$ cat src/rtl/lc3b_mem_arbiter.sv
// Serializes the LC-3b fetch port (A) and data port (B) onto one physical memory
// port with a hold-until-response handshake; round-robin on simultaneous requests.
module lc3b_mem_arbiter #(
  parameter int ADDR_W = 16,
  parameter int DATA_W = 16,
  parameter int BE_W   = 2
) (
  input  logic              clk,
  input  logic              reset_n,
  input  logic [ADDR_W-1:0] a_addr,
  input  logic              a_read,
  output logic [DATA_W-1:0] a_rdata,
  output logic              a_resp,
  input  logic [ADDR_W-1:0] b_addr,
  input  logic              b_read,
  input  logic              b_write,
  input  logic [DATA_W-1:0] b_wdata,
  input  logic [BE_W-1:0]   b_byte_enable,
  output logic [DATA_W-1:0] b_rdata,
  output logic              b_resp,
  output logic [ADDR_W-1:0] pmem_addr,
  output logic              pmem_read,
  output logic              pmem_write,
  output logic [DATA_W-1:0] pmem_wdata,
  output logic [BE_W-1:0]   pmem_byte_enable,
  input  logic [DATA_W-1:0] pmem_rdata,
  input  logic              pmem_resp,
  output logic              proto_err
);

  typedef enum logic [1:0] {IDLE, ISSUE, DONE} state_t;

  state_t state;
  logic   grant;
  logic   last_grant;
  logic   req_a;
  logic   req_b;
  logic   next_grant;

  // Grant B when it is the only requester, or on a conflict when A won last time.
  always_comb begin
    req_a      = a_read;
    req_b      = b_read | b_write;
    next_grant = req_b & (~req_a | ~last_grant);
  end

  // The pmem_* outputs double as the holding registers, so the captured request
  // is replayed unchanged for the whole ISSUE phase regardless of the live inputs.
  always_ff @(posedge clk or negedge reset_n) begin
    if (!reset_n) begin
      state            <= IDLE;
      grant            <= 1'b0;
      last_grant       <= 1'b0;
      pmem_addr        <= '0;
      pmem_read        <= 1'b0;
      pmem_write       <= 1'b0;
      pmem_wdata       <= '0;
      pmem_byte_enable <= '0;
      a_rdata          <= '0;
      b_rdata          <= '0;
      a_resp           <= 1'b0;
      b_resp           <= 1'b0;
      proto_err        <= 1'b0;
    end else begin
      case (state)
        IDLE: begin
          if (req_a || req_b) begin
            grant      <= next_grant;
            last_grant <= next_grant;
            state      <= ISSUE;
            if (next_grant) begin
              pmem_addr        <= b_addr;
              pmem_wdata       <= b_wdata;
              pmem_write       <= b_write;
              pmem_read        <= ~b_write;
              pmem_byte_enable <= b_write ? b_byte_enable : '1;
              if (b_read && b_write) begin
                proto_err <= 1'b1;
              end
            end else begin
              pmem_addr        <= a_addr;
              pmem_read        <= 1'b1;
              pmem_write       <= 1'b0;
              pmem_byte_enable <= '1;
            end
          end
        end
        ISSUE: begin
          if (pmem_resp) begin
            if (pmem_read) begin
              if (grant) begin
                b_rdata <= pmem_rdata;
              end else begin
                a_rdata <= pmem_rdata;
              end
            end
            pmem_read  <= 1'b0;
            pmem_write <= 1'b0;
            a_resp     <= ~grant;
            b_resp     <= grant;
            state      <= DONE;
          end
        end
        DONE: begin
          a_resp <= 1'b0;
          b_resp <= 1'b0;
          state  <= IDLE;
        end
        default: state <= IDLE;
      endcase
    end
  end

endmodule

$ cat config.mk
export PLATFORM = sky130hd
export DESIGN_NAME = lc3b_mem_arbiter
export DESIGN_NICKNAME = d
export VERILOG_FILES = /design/src/rtl/lc3b_mem_arbiter.sv
export SDC_FILE = /design/constraint.sdc
export NUM_CORES = 1
export LEC_CHECK = 0
export BUFFER_PORTS_ARGS = -buffer_cell sky130_fd_sc_hd__buf_2
export CAP_MARGIN = 20
export CORE_UTILIZATION = 42
export DETAILED_ROUTE_END_ITERATION = 16
export HOLD_SLACK_MARGIN = 0.08
export PLACE_DENSITY = 0.86
export SYNTH_ARGS = -nofsm -noshare
export SYNTH_HDL_FRONTEND = slang
export SYNTH_SLANG_ARGS = --single-unit
$ cat constraint.sdc
create_clock -name clk -period 1.6 [get_ports clk]
set_input_delay 0.24 -clock clk [delete_from_list [all_inputs] [get_ports clk]]
set_output_delay 0.24 -clock clk [all_outputs]
set_load 0.05 [all_outputs]
==> parameters.txt, run 1 <==
Parameter                              Value

Status
  Outcome    completed

Timing
  Worst-Margin Slew    0.4349 ns
  Number of setup violations in the final report    0
  Final total negative setup slack    0 ns
  Period utilization    a little over nine tenths
  Final setup skew    0.008129 ns
  Final Max Tran Viols    0
  Headroom to the max-slew limit    a little under three quarters
  Final min period    about 1.5 ns
  Setup repair after global routing missed its margin    true
  Peak clock frequency supported by timing    between 600 and 700 MHz
  Count of endpoints failing hold in the final timing report    0

Floorplan
  Overall die width    just under 90 um
  Initial cell density of the core    about 44%
  Site row count    30
  Chip height    87.36 um
  Placeable core region    just under 7000 um^2
  Floorplan die area    about 7600 um^2
  Ports placed on the boundary    143

Clocking
  TritonCTS sink count    74
  CTS Root Buffer Type    clkbuf_8
  Clock tree from TritonCTS    yes
  H-tree Lvls    3
  Maximum count of clock buffers along a single path    2
  Register clock-pin slew on the reported worst setup and hold paths    0.08 ns
  Worst-Skew Late Latency    between 0.3 and 0.4 ns
  Cts bufs inserted    9
  Post-CTS Setup Bufs    0

Finish
  Post-route non-filler standard cell count    roughly 450
  Inserted Diodes    0
  Layout cell share with drive strength beyond 1    between 70 and 80%
  Synthesis-to-finish area growth    38.23%
  Fin nets    423

Place
  Gp weighted congestion    roughly 0.77
  Buffers added on ports    about 140
  Post-DP HPWL    a little under 5 mm
  Cell total after placement    between 400 and 500

GRT
  Antenna violations before repair    0
  Total overflow reported by the global router    0
  Pin count of the biggest net entering global routing    35
  First-pass GRT wire length    approximately 10 mm
  Number of global-route vias before repair    roughly 2200
  Global-route usage over all layers    17.45%

Synthesis
  Synthesized area per cell    approximately 16 um^2
  Seq/Total Area, Yosys    60.51%
  Number of register bits inferred by synthesis    between 70 and 80
  Yosys warnings    0
  Number of nets produced by synthesis    ~260
  Post-synthesis instance area    3060 um^2
  Mapped Cells    around 190
  Count of distinct cell types in the synthesized netlist    25

Worst setup path
  Startpoint type of the worst setup path    flop
  Required time of the critical path    ~1.8 ns
  Maximum fanout encountered on the critical timing path    16
  Length in cells of the worst reg-to-reg path    4
  Sort of element at the end of the critical path    flop
  Setup Crit Path Kind    flop to flop
  Reg-to-reg slack, setup    0.05 ns
  CP startpoint    state[1]$_DFFE_PN0P_
  Capturing instance or port of the critical path    b_rdata[6]$_DFFE_PN0P_
  Reg2Reg Capture Point    b_rdata[6]$_DFFE_PN0P_
  Critical Path AT    roughly 1.8 ns
  R2r startpoint    state[1]$_DFFE_PN0P_

Min path
  Min-delay worst type    input pin to flop

Flow run
  Max capacitance violation total    0

Detailed routing
  Antenna-violating nets left    0
  Starting DRT DRC Count    35
  Vias    2167
  Count of TritonRoute iterations in the first routing pass    4
  Total wire length after detailed routing    about 6.3 mm
  Vias per Instance    ~4.8
  Final routed DRC violation total    0
  Per-cell routed wire length    14.02 um
[state kept, by name, indices dropped and copies added, names as in the netlist]
| name | cells |
|---|---|
| last_grant | 1 |
| a_resp | 1 |
| b_rdata | 16 |
| a_rdata | 16 |
| pmem_read | 1 |
| pmem_wdata | 16 |
| pmem_addr | 16 |
| pmem_write | 1 |
| state | 2 |
| pmem_byte_enable | 2 |
| b_resp | 1 |
| proto_err | 1 |
[layout make-up]
type | count | area, um^2
fill | 578 | 2676
sequential | 74 | 1853
multi-input combinational | 108 | 1142
timing repair buffer | 156 | 883.3
clock buffer | 9 | 123.9
tap | 96 | 120.1
clock inverter | 7 | 100.1
inverter | 2 | 7.507
[logic make-up (layout without fill, tap and decap cells)]
kind of cell / after synthesis / count (layout) / share of synthesized area (%)
flip-flops: 74 / 74 / 60.51
AO/OA/AOI/OAI: 16 / 16 / 4.211
AND/OR/NAND/NOR: 12 / 12 / 2.208
buffers and inverters: 10 / 174 / 2.412
multiplexers: 80 / 80 / 30.66
[synthesized netlist by cell type, drive strengths merged]
cell,n,area [um^2]
a21o,1,7.510
a2bb2oi,2,17.52
a41o,1,10.01
buf,8,66.31
dfrtp,74,1852
inv,2,7.500
mux2,80,938.4
nand2,3,11.26
nand2b,1,13.76
nand3,3,15.01
nor2,3,11.26
nor3,1,10.01
o211a,1,10.01
o21a,2,15.01
o21ai,4,20.02
o21bai,1,7.510
o22a,2,17.52
o2bb2ai,1,15.01
o31a,1,8.760
or3,1,6.260
[cell usage in the layout, fill, tap and decap left out, types with 2 or more instances in the layout]
cell | netlist | layout
nor2_1 | 3 | 3
o21a_1 | 2 | 2
buf_4 | 2 | 9
mux2_4 | 10 | 10
clkinvlp_4 | 0 | 3
dfrtp_1 | 74 | 73
nand3_1 | 3 | 3
inv_6 | 0 | 2
buf_2 | 4 | 141
clkbuf_8 | 0 | 9
mux2_2 | 70 | 70
buf_12 | 1 | 5
bufinv_16 | 0 | 2
o21ai_0 | 4 | 4
o22a_1 | 2 | 2
nand2_1 | 3 | 2
a2bb2oi_1 | 2 | 2
[critical path, cell delays in order, from the launching register on]
cell      delay [ns]
dfrtp_1         0.42
nand2b_4        0.17
or3_4           0.38
buf_12          0.17
mux2_4          0.30
[stage by stage]
stage | cell area [um^2] | setup slack (ns) | utilization (%) | hold slack [ns]
6_report | 4230 | 0.05097 | 61.25 | 0.1182
5_1_grt | 4230 | -0.001793 | 61.25 | 0.1056
4_1_cts | 4225 | 0.02189 | 61.18 | 0.1002
3_5_place_dp | 3991 | 0.02628 | 57.79 | 0.2156
3_3_place_gp | 3991 | 0.05168 | 57.79 | 0.2099
2_1_floorplan | 3064 | -0.03414 | - | -0.05559
[what timing repair did]
item / in CTS / in global routing
gates resized for setup: 0 / 1
hold buffers: 1 / 0
hold endpoints to repair: 32 / 0
setup endpoints to repair: 0 / 17
[per-layer routing]
layer  track usage [%]  wire [um]  vias up
li1                  -          -     1011
met1             19.54       2544     1066
met2             31.04       3292       82
met3             5.498        413        8
met4             6.408         85        0
met5                 0          0        -
[worst min path at each step]
stage,startpoint,end,depth (start not counted),slack (ns)
after floorplan,reset_n,a_rdata[0]$_DFFE_PN0P_,0,-0.06
after global placement,reset_n,pmem_wdata[2]$_DFFE_PN0P_,1,0.21
after detailed placement,reset_n,pmem_wdata[5]$_DFFE_PN0P_,1,0.22
after CTS,b_byte_enable[1],pmem_byte_enable[1]$_DFFE_PN0P_,2,0.10
after global routing,b_byte_enable[1],pmem_byte_enable[1]$_DFFE_PN0P_,2,0.11
final,b_byte_enable[1],pmem_byte_enable[1]$_DFFE_PN0P_,2,0.12
Power of run 1 is left out: the tool's default activity adds up to more than one toggle a clock period on the data nets, which glitch-free logic cannot reach.
==> run 2: changes to the inputs <==
--- a/config.mk
+++ b/config.mk
@@ -7,10 +7,13 @@
 export LEC_CHECK = 0
 export BUFFER_PORTS_ARGS = -buffer_cell sky130_fd_sc_hd__buf_2
 export CAP_MARGIN = 20
-export CORE_UTILIZATION = 42
+export CELL_PAD_IN_SITES_DETAIL_PLACEMENT = 1
+export CELL_PAD_IN_SITES_GLOBAL_PLACEMENT = 2
+export CORE_UTILIZATION = 27
 export DETAILED_ROUTE_END_ITERATION = 16
+export GPL_ROUTABILITY_DRIVEN = 0
 export HOLD_SLACK_MARGIN = 0.08
-export PLACE_DENSITY = 0.86
+export PLACE_DENSITY = 0.77
 export SYNTH_ARGS = -nofsm -noshare
 export SYNTH_HDL_FRONTEND = slang
 export SYNTH_SLANG_ARGS = --single-unit
==> run 2 against run 1 <==
Against the previous run: worst hold slack better by 0.012 ns; final cell count grew 11%; register-to-register slack worse by 0.02 ns; wire length up 17%; global-route usage shrank 4.5 points; critical path type unchanged; sequential cell count unchanged; fmax down 1.0%; clock skew decreased by 0.0013 ns; via count is 2.9% higher; final area up 6.0%; count of clock-buffer cells in the layout up 1.
==> parameters.txt, run 2 (synthesis gave the netlist of run 1 again) <==
Parameter                              Value

Detailed routing
  Starting DRT DRC Count    40 (+14%)
  Final routed DRC violation total    0 (unchanged)
  Vias per Instance    4.451 (-7.2%)
  Per-cell routed wire length    14.78 um (+5.5%)
  Total wire length after detailed routing    7.406 mm (+17%)
  Count of TritonRoute iterations in the first routing pass    3 (-1)
  Antenna-violating nets left    0 (unchanged)
  Vias    2230 (+2.9%)

Floorplan
  Overall die width    108.5 um (+24%)
  Initial cell density of the core    27.99% (-16 points)
  Floorplan die area    11760 um^2 (+54%)
  Ports placed on the boundary    143 (unchanged)
  Chip height    108.5 um (+24%)
  Site row count    38 (+27%)
  Placeable core region    10940 um^2 (+58%)

Worst setup path
  Sort of element at the end of the critical path    flop
  Setup Crit Path Kind    flop to flop
  Reg2Reg Capture Point    b_rdata[7]$_DFFE_PN0P_
  Largest stage delay on the critical path    0.42 ns (about the same)
  Critical Path AT    1.77 ns (about the same)
  Cell breakdown of the critical path    nand2b_4, or3_4, buf_12, mux2_4
  Startpoint type of the worst setup path    flop
  R2r startpoint    state[1]$_DFFE_PN0P_
  Critical-path cell with the highest stage delay    dfrtp_1
  Maximum fanout encountered on the critical timing path    16 (unchanged)
  Required time of the critical path    1.80 ns (-0.02 ns)
  Length in cells of the worst reg-to-reg path    4 (unchanged)
  Reg-to-reg slack, setup    0.03 ns (-0.02 ns)

Clocking
  Cts bufs inserted    9 (unchanged)
  H-tree Lvls    3 (unchanged)
  Register clock-pin slew on the reported worst setup and hold paths    0.06 ns (-0.02 ns)
  Worst-Skew Late Latency    0.33 ns (about the same)
  Maximum count of clock buffers along a single path    2 (unchanged)
  Clock tree from TritonCTS    yes
  CTS Root Buffer Type    clkbuf_16
  TritonCTS sink count    74 (unchanged)

GRT
  Global-route usage over all layers    12.99% (-4.5 points)
  Antenna violations before repair    0 (unchanged)
  Total overflow reported by the global router    0 (unchanged)
  Number of global-route vias before repair    2391 (+6.7%)
  Pin count of the biggest net entering global routing    33 (-5.7%)
  First-pass GRT wire length    11.60 mm (+15%)

Min path
  Startpoint of the most critical hold path    b_byte_enable[1]
  Cell depth of the worst hold path    2 (unchanged)
  Worst hold endpoint    pmem_byte_enable[1]$_DFFE_PN0P_
  Min-delay worst type    input pin to flop

Timing
  Count of endpoints failing hold in the final timing report    0 (unchanged)
  Final Max Tran Viols    0 (unchanged)
  Peak clock frequency supported by timing    638.9 MHz (-1.0%)
  Worst-Margin Slew    0.4237 ns (-0.01117 ns)
  Worst-case setup margin in the final layout    0.03488 ns (-0.01609 ns)
  Number of setup violations in the final report    0 (unchanged)
  Final total negative setup slack    0 ns (unchanged)
  Headroom to the max-slew limit    71.75% (+0.74 points)
  Final min period    1.565 ns (+0.01609 ns)
  Final setup skew    0.006868 ns (-0.001261 ns)
  Period utilization    97.82% (+1.0 points)

Place
  Buffers added on ports    142 (unchanged)
  Post-DP HPWL    5.515 mm (+14%)
  Post-Place Worst Slack    -0.009149 ns (-0.03543 ns)
  Total placed instance area    4059 um^2 (+1.7%)

Finish
  Finished Cell Area    4486 um^2 (+6.0%)
  Layout cell share with drive strength beyond 1    73.41% (+0.94 points)
  Inserted Diodes    0 (unchanged)
  Commonest cells after routing, fill and taps aside    buf_2, dfrtp_1, mux2_2, buf_4
  Layout fillers    1200 (+110%)
  Fin nets    429 (+1.4%)
  Final Util    41.02% (-20 points)
  Synthesis-to-finish area growth    46.57%
  Most frequent standard cell in the layout excluding fill and tap cells    buf_2

Status
  Outcome    completed

Flow run
  Max capacitance violation total    0 (unchanged)
[run 2: worst max-delay path: cells and delay by family, from the launching register on]
family | cells | cell delay, ns
buffers and inverters | 1 | 0.17
muxes | 1 | 0.30
and+or+nand+nor | 2 | 0.56
DFF | 1 | 0.42
[run 2: layer usage]
layer	routed length (um)	vias to the layer above	global-route usage (%)
met1	3111	1109	15.53
met3	458	10	3.134
met5	0	-	0
li1	-	1030	-
met4	89	0	5.309
met2	3747	81	22.29
[run 2: area by class of cell]
type | instances | area (um^2) | share of cell area, %
clock inverter | 5 | 102.6 | 2.287
tap | 140 | 175.2 | 3.905
clock buffer | 10 | 239.0 | 5.328
multi-input combinational | 108 | 1145 | 25.52
inverter | 2 | 7.507 | 0.1674
sequential | 74 | 1854 | 41.34
timing repair buffer | 162 | 962.2 | 21.45
[run 2: worst max-delay path by stage]
stage	from	to	slack, ns	cells after the start
2_1_floorplan	state[1]$_DFFE_PN0P_	a_rdata[0]$_DFFE_PN0P_	-0.03	4
3_3_place_gp	state[1]$_DFFE_PN0P_	b_rdata[10]$_DFFE_PN0P_	0.05	4
3_5_place_dp	state[1]$_DFFE_PN0P_	b_rdata[6]$_DFFE_PN0P_	-0.009	4
4_1_cts	state[1]$_DFFE_PN0P_	b_rdata[7]$_DFFE_PN0P_	0.009	4
5_1_grt	state[0]$_DFFE_PN0P_	pmem_addr[0]$_DFFE_PN0P_	-0.01	6
6_report	state[1]$_DFFE_PN0P_	b_rdata[7]$_DFFE_PN0P_	0.03	4
[run 2: repair_timing]
action / CTS / global route
setup buffers: 1 / 3
gates resized for setup: 0 / 3
endpoints found under the setup margin: 4 / 33
hold endpoints to repair: 28 / 0
gates cloned: 0 / 2
hold buffers: 1 / 0
[run 2: through the flow]
stage               hold WS, ns  cells
finish                   0.1298    501
global route             0.1236    501
detailed placement       0.2110    479
floorplan              -0.05559    192
global placement         0.2063    479
CTS                      0.1209    496
Power of run 2 is left out for the same reason.
